==> src/rtl/filt_ppi_tdm_pkg.sv <==
// Shared types and elaboration-time helpers for the time-multiplexed polyphase interpolator.
package filt_ppi_tdm_pkg;

    typedef enum logic [1:0] {
        StIdle,
        StMac,
        StOut
    } ppi_state_e;

    // Ceiling log2, never below 1 so it can always size a vector.
    function automatic int unsigned clog2(input int unsigned v);
        int unsigned r;
        r = 0;
        for (int i = 0; i < 32; i++) begin
            if ((64'd1 << i) < 64'(v)) begin
                r = unsigned'(i + 1);
            end
        end
        return (r == 0) ? 1 : r;
    endfunction

    function automatic int unsigned div(input int unsigned a, input int unsigned b);
        return a / b;
    endfunction

    // Taps per phase of the prototype filter.
    function automatic int unsigned taps_per_phase(input int unsigned len,
                                                   input int unsigned max_interp);
        int unsigned t;
        t = div(len, max_interp);
        return (t == 0) ? 1 : t;
    endfunction

    // Accumulator width: full product plus growth over TP terms plus one guard bit.
    function automatic int unsigned acc_width(input int unsigned idw, input int unsigned cw,
                                              input int unsigned tp);
        return idw + cw + clog2(tp) + 1;
    endfunction

endpackage

==> src/rtl/filt_ppi_tdm_coeff_ram.sv <==
// Coefficient store: one write port, one registered read port. Storage is never reset.
module filt_ppi_tdm_coeff_ram #(
    parameter int unsigned gp_depth      = 64,
    parameter int unsigned gp_addr_width = 6,
    parameter int unsigned gp_data_width = 16
) (
    input  logic                     i_clk,
    input  logic                     i_we,
    input  logic [gp_addr_width-1:0] i_waddr,
    input  logic [gp_data_width-1:0] i_wdata,
    input  logic                     i_re,
    input  logic [gp_addr_width-1:0] i_raddr,
    output logic [gp_data_width-1:0] o_rdata
);

    logic [gp_data_width-1:0] mem [gp_depth];

    // Write lands at the clock edge; read data appears one cycle after the address.
    always_ff @(posedge i_clk) begin
        if (i_we) begin
            mem[i_waddr] <= i_wdata;
        end
        if (i_re) begin
            o_rdata <= mem[i_raddr];
        end
    end

endmodule

==> src/rtl/filt_ppi_tdm.sv <==
// Time-multiplexed polyphase interpolator: one serial MAC, coefficient RAM, valid/ready both sides.
// Build option FILT_PPI_TDM_SAT_EN: round half-up and saturate the output instead of truncating.
module filt_ppi_tdm
    import filt_ppi_tdm_pkg::*;
#(
    parameter int unsigned gp_idata_width  = 8,
    parameter int unsigned gp_coeff_width  = 16,
    parameter int unsigned gp_max_interp   = 32,
    parameter int unsigned gp_coeff_length = 64,
    parameter int unsigned gp_odata_width  = 24,
    parameter int unsigned gp_shift        = 0
) (
    input  logic                                       i_clk,
    input  logic                                       i_rst_an,
    input  logic                                       i_ena,
    input  logic [clog2(gp_max_interp):0]              i_l,
    input  logic                                       i_valid,
    output logic                                       o_ready,
    input  logic [gp_idata_width-1:0]                  i_data,
    output logic                                       o_valid,
    input  logic                                       i_ready,
    output logic [gp_odata_width-1:0]                  o_data,
    output logic [clog2(gp_max_interp)-1:0]            o_phase,
    input  logic                                       i_cwr,
    input  logic [clog2(gp_max_interp *
                  taps_per_phase(gp_coeff_length, gp_max_interp))-1:0] i_caddr,
    input  logic [gp_coeff_width-1:0]                  i_cdata,
    output logic                                       o_cwr_err
);

    localparam int unsigned TP     = taps_per_phase(gp_coeff_length, gp_max_interp);
    localparam int unsigned ACC_W  = acc_width(gp_idata_width, gp_coeff_width, TP);
    localparam int unsigned PW     = clog2(gp_max_interp);
    localparam int unsigned LW     = PW + 1;
    localparam int unsigned AW     = clog2(gp_max_interp * TP);
    localparam int unsigned KW     = clog2(TP + 1);
    localparam int unsigned PROD_W = gp_idata_width + gp_coeff_width;
    localparam int unsigned ODW    = gp_odata_width;

    ppi_state_e                        state_q, state_d;
    logic [KW-1:0]                     k_q, k_d;
    logic [PW-1:0]                     p_q, p_d;
    logic [PW-1:0]                     lm1_q, lm1_d;
    logic signed [ACC_W-1:0]           acc_q, acc_d;
    logic [ODW-1:0]                    data_q, data_d;
    logic                              cwr_err_q;
    logic                              shift_en;
    logic signed [gp_idata_width-1:0]  x_q [TP];
    logic signed [gp_idata_width-1:0]  tap;
    logic signed [PROD_W-1:0]          prod;
    logic [gp_coeff_width-1:0]         rdata;
    logic                              ram_we;
    logic                              ram_re;
    logic [AW-1:0]                     ram_raddr;

    // Effective L minus one: 0 means L=1, oversize requests clamp to the maximum.
    function automatic logic [PW-1:0] clamp_lm1(input logic [LW-1:0] l);
        if (l == '0) begin
            return '0;
        end
        if (l > LW'(gp_max_interp)) begin
            return PW'(gp_max_interp - 1);
        end
        return PW'(l - 1'b1);
    endfunction

`ifdef FILT_PPI_TDM_SAT_EN
    localparam int unsigned RW = ACC_W + 1;
    localparam logic signed [RW-1:0] RND    = (RW'(1) << gp_shift) >> 1;
    localparam logic signed [RW-1:0] SAT_HI = (RW'(1) << (ODW - 1)) - RW'(1);
    localparam logic signed [RW-1:0] SAT_LO = -SAT_HI - RW'(1);

    function automatic logic [ODW-1:0] scale(input logic signed [ACC_W-1:0] a);
        logic signed [RW-1:0] r;
        r = RW'(a) + RND;
        r = r >>> gp_shift;
        if (r > SAT_HI) begin
            return SAT_HI[ODW-1:0];
        end
        if (r < SAT_LO) begin
            return SAT_LO[ODW-1:0];
        end
        return r[ODW-1:0];
    endfunction
`else
    function automatic logic [ODW-1:0] scale(input logic signed [ACC_W-1:0] a);
        return a[gp_shift +: ODW];
    endfunction
`endif

    // Handshakes are blocked while frozen so no transfer can be lost.
    assign o_ready   = i_ena && (state_q == StIdle);
    assign o_valid   = i_ena && (state_q == StOut);
    assign o_data    = data_q;
    assign o_phase   = p_q;
    assign o_cwr_err = cwr_err_q;

    // Reads run one cycle ahead of the accumulate: cycle k reads tap k, accumulates tap k-1.
    assign ram_we    = i_ena && i_cwr && (state_q == StIdle);
    assign ram_re    = i_ena && (state_q == StMac) && (k_q != KW'(TP));
    assign ram_raddr = AW'(p_q) * AW'(TP) + AW'(k_q);

    filt_ppi_tdm_coeff_ram #(
        .gp_depth      (gp_max_interp * TP),
        .gp_addr_width (AW),
        .gp_data_width (gp_coeff_width)
    ) u_coeff_ram (
        .i_clk   (i_clk),
        .i_we    (ram_we),
        .i_waddr (i_caddr),
        .i_wdata (i_cdata),
        .i_re    (ram_re),
        .i_raddr (ram_raddr),
        .o_rdata (rdata)
    );

    // Select the delay-line tap matching the coefficient fetched last cycle.
    always_comb begin
        tap = '0;
        for (int i = 0; i < int'(TP); i++) begin
            if (k_q == KW'(i + 1)) begin
                tap = x_q[i];
            end
        end
        prod = tap * $signed(rdata);
    end

    // Delay line: newest sample at index 0, shifted on input acceptance.
    always_ff @(posedge i_clk or negedge i_rst_an) begin
        if (!i_rst_an) begin
            for (int i = 0; i < int'(TP); i++) begin
                x_q[i] <= '0;
            end
        end else if (i_ena && shift_en) begin
            x_q[0] <= i_data;
            for (int i = 1; i < int'(TP); i++) begin
                x_q[i] <= x_q[i-1];
            end
        end
    end

    // Next-state logic for the IDLE -> MAC -> OUT sequencer and the datapath it controls.
    always_comb begin
        state_d  = state_q;
        k_d      = k_q;
        p_d      = p_q;
        lm1_d    = lm1_q;
        acc_d    = acc_q;
        data_d   = data_q;
        shift_en = 1'b0;
        case (state_q)
            StIdle: begin
                if (i_valid) begin
                    shift_en = 1'b1;
                    lm1_d    = clamp_lm1(i_l);
                    p_d      = '0;
                    k_d      = '0;
                    acc_d    = '0;
                    state_d  = StMac;
                end
            end
            StMac: begin
                if (k_q != '0) begin
                    acc_d = acc_q + ACC_W'(prod);
                end
                if (k_q == KW'(TP)) begin
                    data_d  = scale(acc_d);
                    state_d = StOut;
                end else begin
                    k_d = k_q + 1'b1;
                end
            end
            StOut: begin
                if (i_ready) begin
                    if (p_q == lm1_q) begin
                        state_d = StIdle;
                    end else begin
                        p_d     = p_q + 1'b1;
                        k_d     = '0;
                        acc_d   = '0;
                        state_d = StMac;
                    end
                end
            end
            default: state_d = StIdle;
        endcase
    end

    // Control and datapath registers; everything holds while i_ena is low.
    always_ff @(posedge i_clk or negedge i_rst_an) begin
        if (!i_rst_an) begin
            state_q   <= StIdle;
            k_q       <= '0;
            p_q       <= '0;
            lm1_q     <= '0;
            acc_q     <= '0;
            data_q    <= '0;
            cwr_err_q <= 1'b0;
        end else if (i_ena) begin
            state_q   <= state_d;
            k_q       <= k_d;
            p_q       <= p_d;
            lm1_q     <= lm1_d;
            acc_q     <= acc_d;
            data_q    <= data_d;
            cwr_err_q <= i_cwr && (state_q != StIdle);
        end
    end

endmodule
==> config.mk <==
export PLATFORM = sky130hd
export DESIGN_NAME = filt_ppi_tdm
export DESIGN_NICKNAME = d
export VERILOG_FILES = /design/src/rtl/filt_ppi_tdm_pkg.sv /design/src/rtl/filt_ppi_tdm_coeff_ram.sv /design/src/rtl/filt_ppi_tdm.sv
export SDC_FILE = /design/constraint.sdc
export NUM_CORES = 1
export LEC_CHECK = 0
export BUFFER_PORTS_ARGS = -buffer_cell sky130_fd_sc_hd__buf_2
export CORE_MARGIN = 8
export CORE_UTILIZATION = 41
export CTS_BUF_LIST = sky130_fd_sc_hd__clkbuf_4 sky130_fd_sc_hd__clkbuf_8
export DETAILED_ROUTE_END_ITERATION = 10
export MAX_ROUTING_LAYER = met4
export PLACE_DENSITY = 0.62
export SLEW_MARGIN = 10
export SYNTH_ARGS = -nofsm -noshare
export SYNTH_HDL_FRONTEND = slang
export SYNTH_HIERARCHICAL = 1
export SYNTH_SLANG_ARGS = --single-unit
==> constraint.sdc <==
create_clock -name i_clk -period 19.2 [get_ports i_clk]
set_clock_uncertainty 0.05 [all_clocks]
set_input_delay 2.88 -clock i_clk [delete_from_list [all_inputs] [get_ports i_clk]]
set_output_delay 2.88 -clock i_clk [all_outputs]
set_load 0.02 [all_outputs]
==> flow_metrics.env <==
export IMPL_outcome="complete, no violations"
export IMPL_synth_flop_cell="edfxtp_1"
export IMPL_criticalPathCategory="reg -> reg"
export IMPL_whs_path_depth=2
export IMPL_gp_congestion=0.8760
export IMPL_cts_hold_repair_buffers=0
export IMPL_syn_mean_instance_area_sq_um=17.79
export IMPL_tritoncts="built"
export IMPL_yosys_area_top_type="edfxtp_1"
export IMPL_fillCellCount=10050
export IMPL_synthTopCellsByCount="edfxtp_1, mux4_2, nand2_1"
export IMPL_totalWireLength_um=117100
export IMPL_setup_violations=0
export IMPL_ys_async_sr_fraction_pct=7.060
export IMPL_crit_reg2reg_capture="o_data[20]"
export IMPL_cts_sinks=1119
export IMPL_power_per_cell_area_mw_per_mm2=156.5
export IMPL_dr_pass1_iters=5
export IMPL_timing_hold_ws_ns=0.4215
export IMPL_r2r_slack_ns=11.09
export IMPL_grt_pass1_vias=27240
export IMPL_hold_violations=0
export IMPL_cts_resized=0
export IMPL_grt_pass1_wl_um=175600
export IMPL_min_to="o_data[5]"
export IMPL_die_h_um=361.6
export IMPL_design_area_sq_mm=0.05454
export IMPL_ant_nets=0
export IMPL_worst_hold_startpoint="o_data[5]"
export IMPL_synth_area_top_cells="edfxtp_1, mux4_2, fa_1"
export IMPL_r2r_cells=20
export IMPL_synth_nets=2982
export IMPL_use_met1_pct=23.41
export IMPL_endpoint_kind="flop"
export IMPL_drc=0
export IMPL_yosysWarnings=6
export IMPL_peakVddDrop_mv=0.1396
export IMPL_grt_max_degree=102
export IMPL_top_usage_layer="met2"
export IMPL_rsz0062_at_grt="false"
export IMPL_worst_slew_pin_slew_ns=1.258
export IMPL_detail_route_wl_per_cell_um=25.37
export IMPL_h_tree_depth=4
export IMPL_power_mw=8.535
export IMPL_ys_seq_elements=1119
export IMPL_start_kind="flop"
export IMPL_port_buffers=73
export IMPL_synth_edf_count=1040
export IMPL_relSlewSlack_pct=15.94
export IMPL_finalNonFillerCells=4617
export IMPL_ios=74
export IMPL_fin_crit_sh_pct=42.26
export IMPL_path_max_fanout=48
export IMPL_antenna_found_initial=6
export IMPL_clk_pin_slew_ns=0.06
export IMPL_leakagePower_nw=18.78
export IMPL_yosysSeqAreaShare_pct=67.81
export IMPL_dp_cells=4317
export IMPL_ys_types=73
export IMPL_synth_most_common_cell="edfxtp_1"
export IMPL_fp_coreArea_sq_mm=0.1182
export IMPL_start_util_pct=41.41
export IMPL_max_cap_violations=0
export IMPL_clk_latency_ns=0.86
export IMPL_rows=126
export IMPL_routed_via_density=5.569
export IMPL_clock_fmax_mhz=123.2
export IMPL_cts_inserted_buffers=174
export IMPL_postSynthCellCount=2752
export IMPL_fin_crit_ns=8.114
export IMPL_critPathRequiredTime_ns=19.93
export IMPL_overflow=0
export IMPL_fp_dieW_um=361.6
export IMPL_layout_nets=3187
export IMPL_drive_above_1_share_pct=23.00
export IMPL_tns_ns=0
export IMPL_syn_area_sq_mm=0.04897
export IMPL_area_delta_synth_final_pct=11.38
export IMPL_drtIter0Drc=2452
export IMPL_use_met3_pct=3.844
export IMPL_vias=25710
export IMPL_hold_path_class="reg -> reg"
export IMPL_grt_util_met2_pct=29.88
export IMPL_dieArea_sq_mm=0.1308
export IMPL_cts_setup_buffers=0
export IMPL_rr_startpoint="k_q[0]"
export IMPL_cts_buffer_depth=3
export IMPL_arrival_ns=8.84
export IMPL_postPlaceCellArea_sq_mm=0.05122
export IMPL_yosysTopAreaCellShare_pct=63.78
export IMPL_dpl_hpwl_um=71710
export IMPL_cts_root_buf="clkbuf_8"
export IMPL_grt_usage_pct=18.34
export IMPL_drv_slew=0
[kinds of logic after synthesis]
family          after synthesis  synth area share, %
buf+inv                     246                2.588
simple gates                545                5.343
mux                         355                13.08
flops                      1119                67.81
xor+xnor                     41               0.7333
fa+ha+maj                   191                6.812
compound gates              255                3.628
[cells in the final DEF (no fill, tap or decap), types with 52 or more instances in the layout]
cell,count
buf_2,72
nor2_1,106
mux2i_1,103
ha_1,58
buf_4,97
inv_1,105
clkbuf_4,52
nor2b_1,87
mux4_2,220
fa_1,127
dfrtp_1,78
edfxtp_1,1040
nand2_1,199
clkbuf_8,181
[critical path, cell delays in order (launching register included)]
cell,delay (ns)
dfrtp_4,1.02
inv_1,0.21
ha_1,0.45
nor2b_1,0.38
a22o_1,0.57
and2_1,0.57
inv_1,0.12
fa_1,0.51
inv_1,0.06
fa_1,0.48
fa_1,0.56
fa_1,0.41
ha_1,0.31
ha_1,0.39
a21o_1,0.21
a21o_1,0.19
a2111oi_2,0.37
nor3_1,0.10
or3_1,0.49
or4b_1,0.50
nand3_1,0.09
[final cells by class]
cell class	instances	area, sq um	share of cell area (%)
diodes	3	7.507	0.01376
clock buffers	233	2882	5.283
repair buffers	170	1109	2.033
inverters	105	394.1	0.7227
flip-flops and latches	1119	33210	60.89
well taps	1536	1922	3.524
clock inverters	64	431.7	0.7915
multi-input cells	1387	14580	26.74
[power breakdown]
group	internal [mW]	total [mW]	switching, mW
registers	2.76	2.87	0.108
clock network	1.02	1.93	0.917
logic	1.58	3.74	2.16
total	5.35	8.53	3.18
[worst max-delay path by stage]
stage | from | endpoint | slack (ns) | cells after the start
after floorplan | i_ena | o_ready | 12.70 | 1
after global placement | k_q[0] | o_data[20] | 11.13 | 20
after detailed placement | k_q[0] | o_data[20] | 11.02 | 20
after CTS | k_q[0] | o_data[20] | 11.01 | 20
after global routing | k_q[0] | o_data[20] | 10.47 | 20
final | k_q[0] | o_data[20] | 11.09 | 20
[sequential cells by signal (all words and copies together) (netlist names), 5 cells and up]
signal and flops:
lm1_q 5, u_coeff_ram/o_rdata 16, x_q 16, o_phase 5
acc_q 24, o_data 24, u_coeff_ram/mem 1024
[stage by stage]
step	setup slack, ns	util (%)
global placement	11.13	43.32
finish	11.09	46.13
detailed placement	11.02	43.32
floorplan	12.70	-
CTS	11.01	46.12
global route	10.47	46.12
[metal layers]
layer | wire, um | share of wire, %
met3 | 8610 | 7.4
met1 | 47670 | 41
met5 | 0 | 0
met2 | 58280 | 50
met4 | 2577 | 2.2
Power figures use the tool's default switching activity.
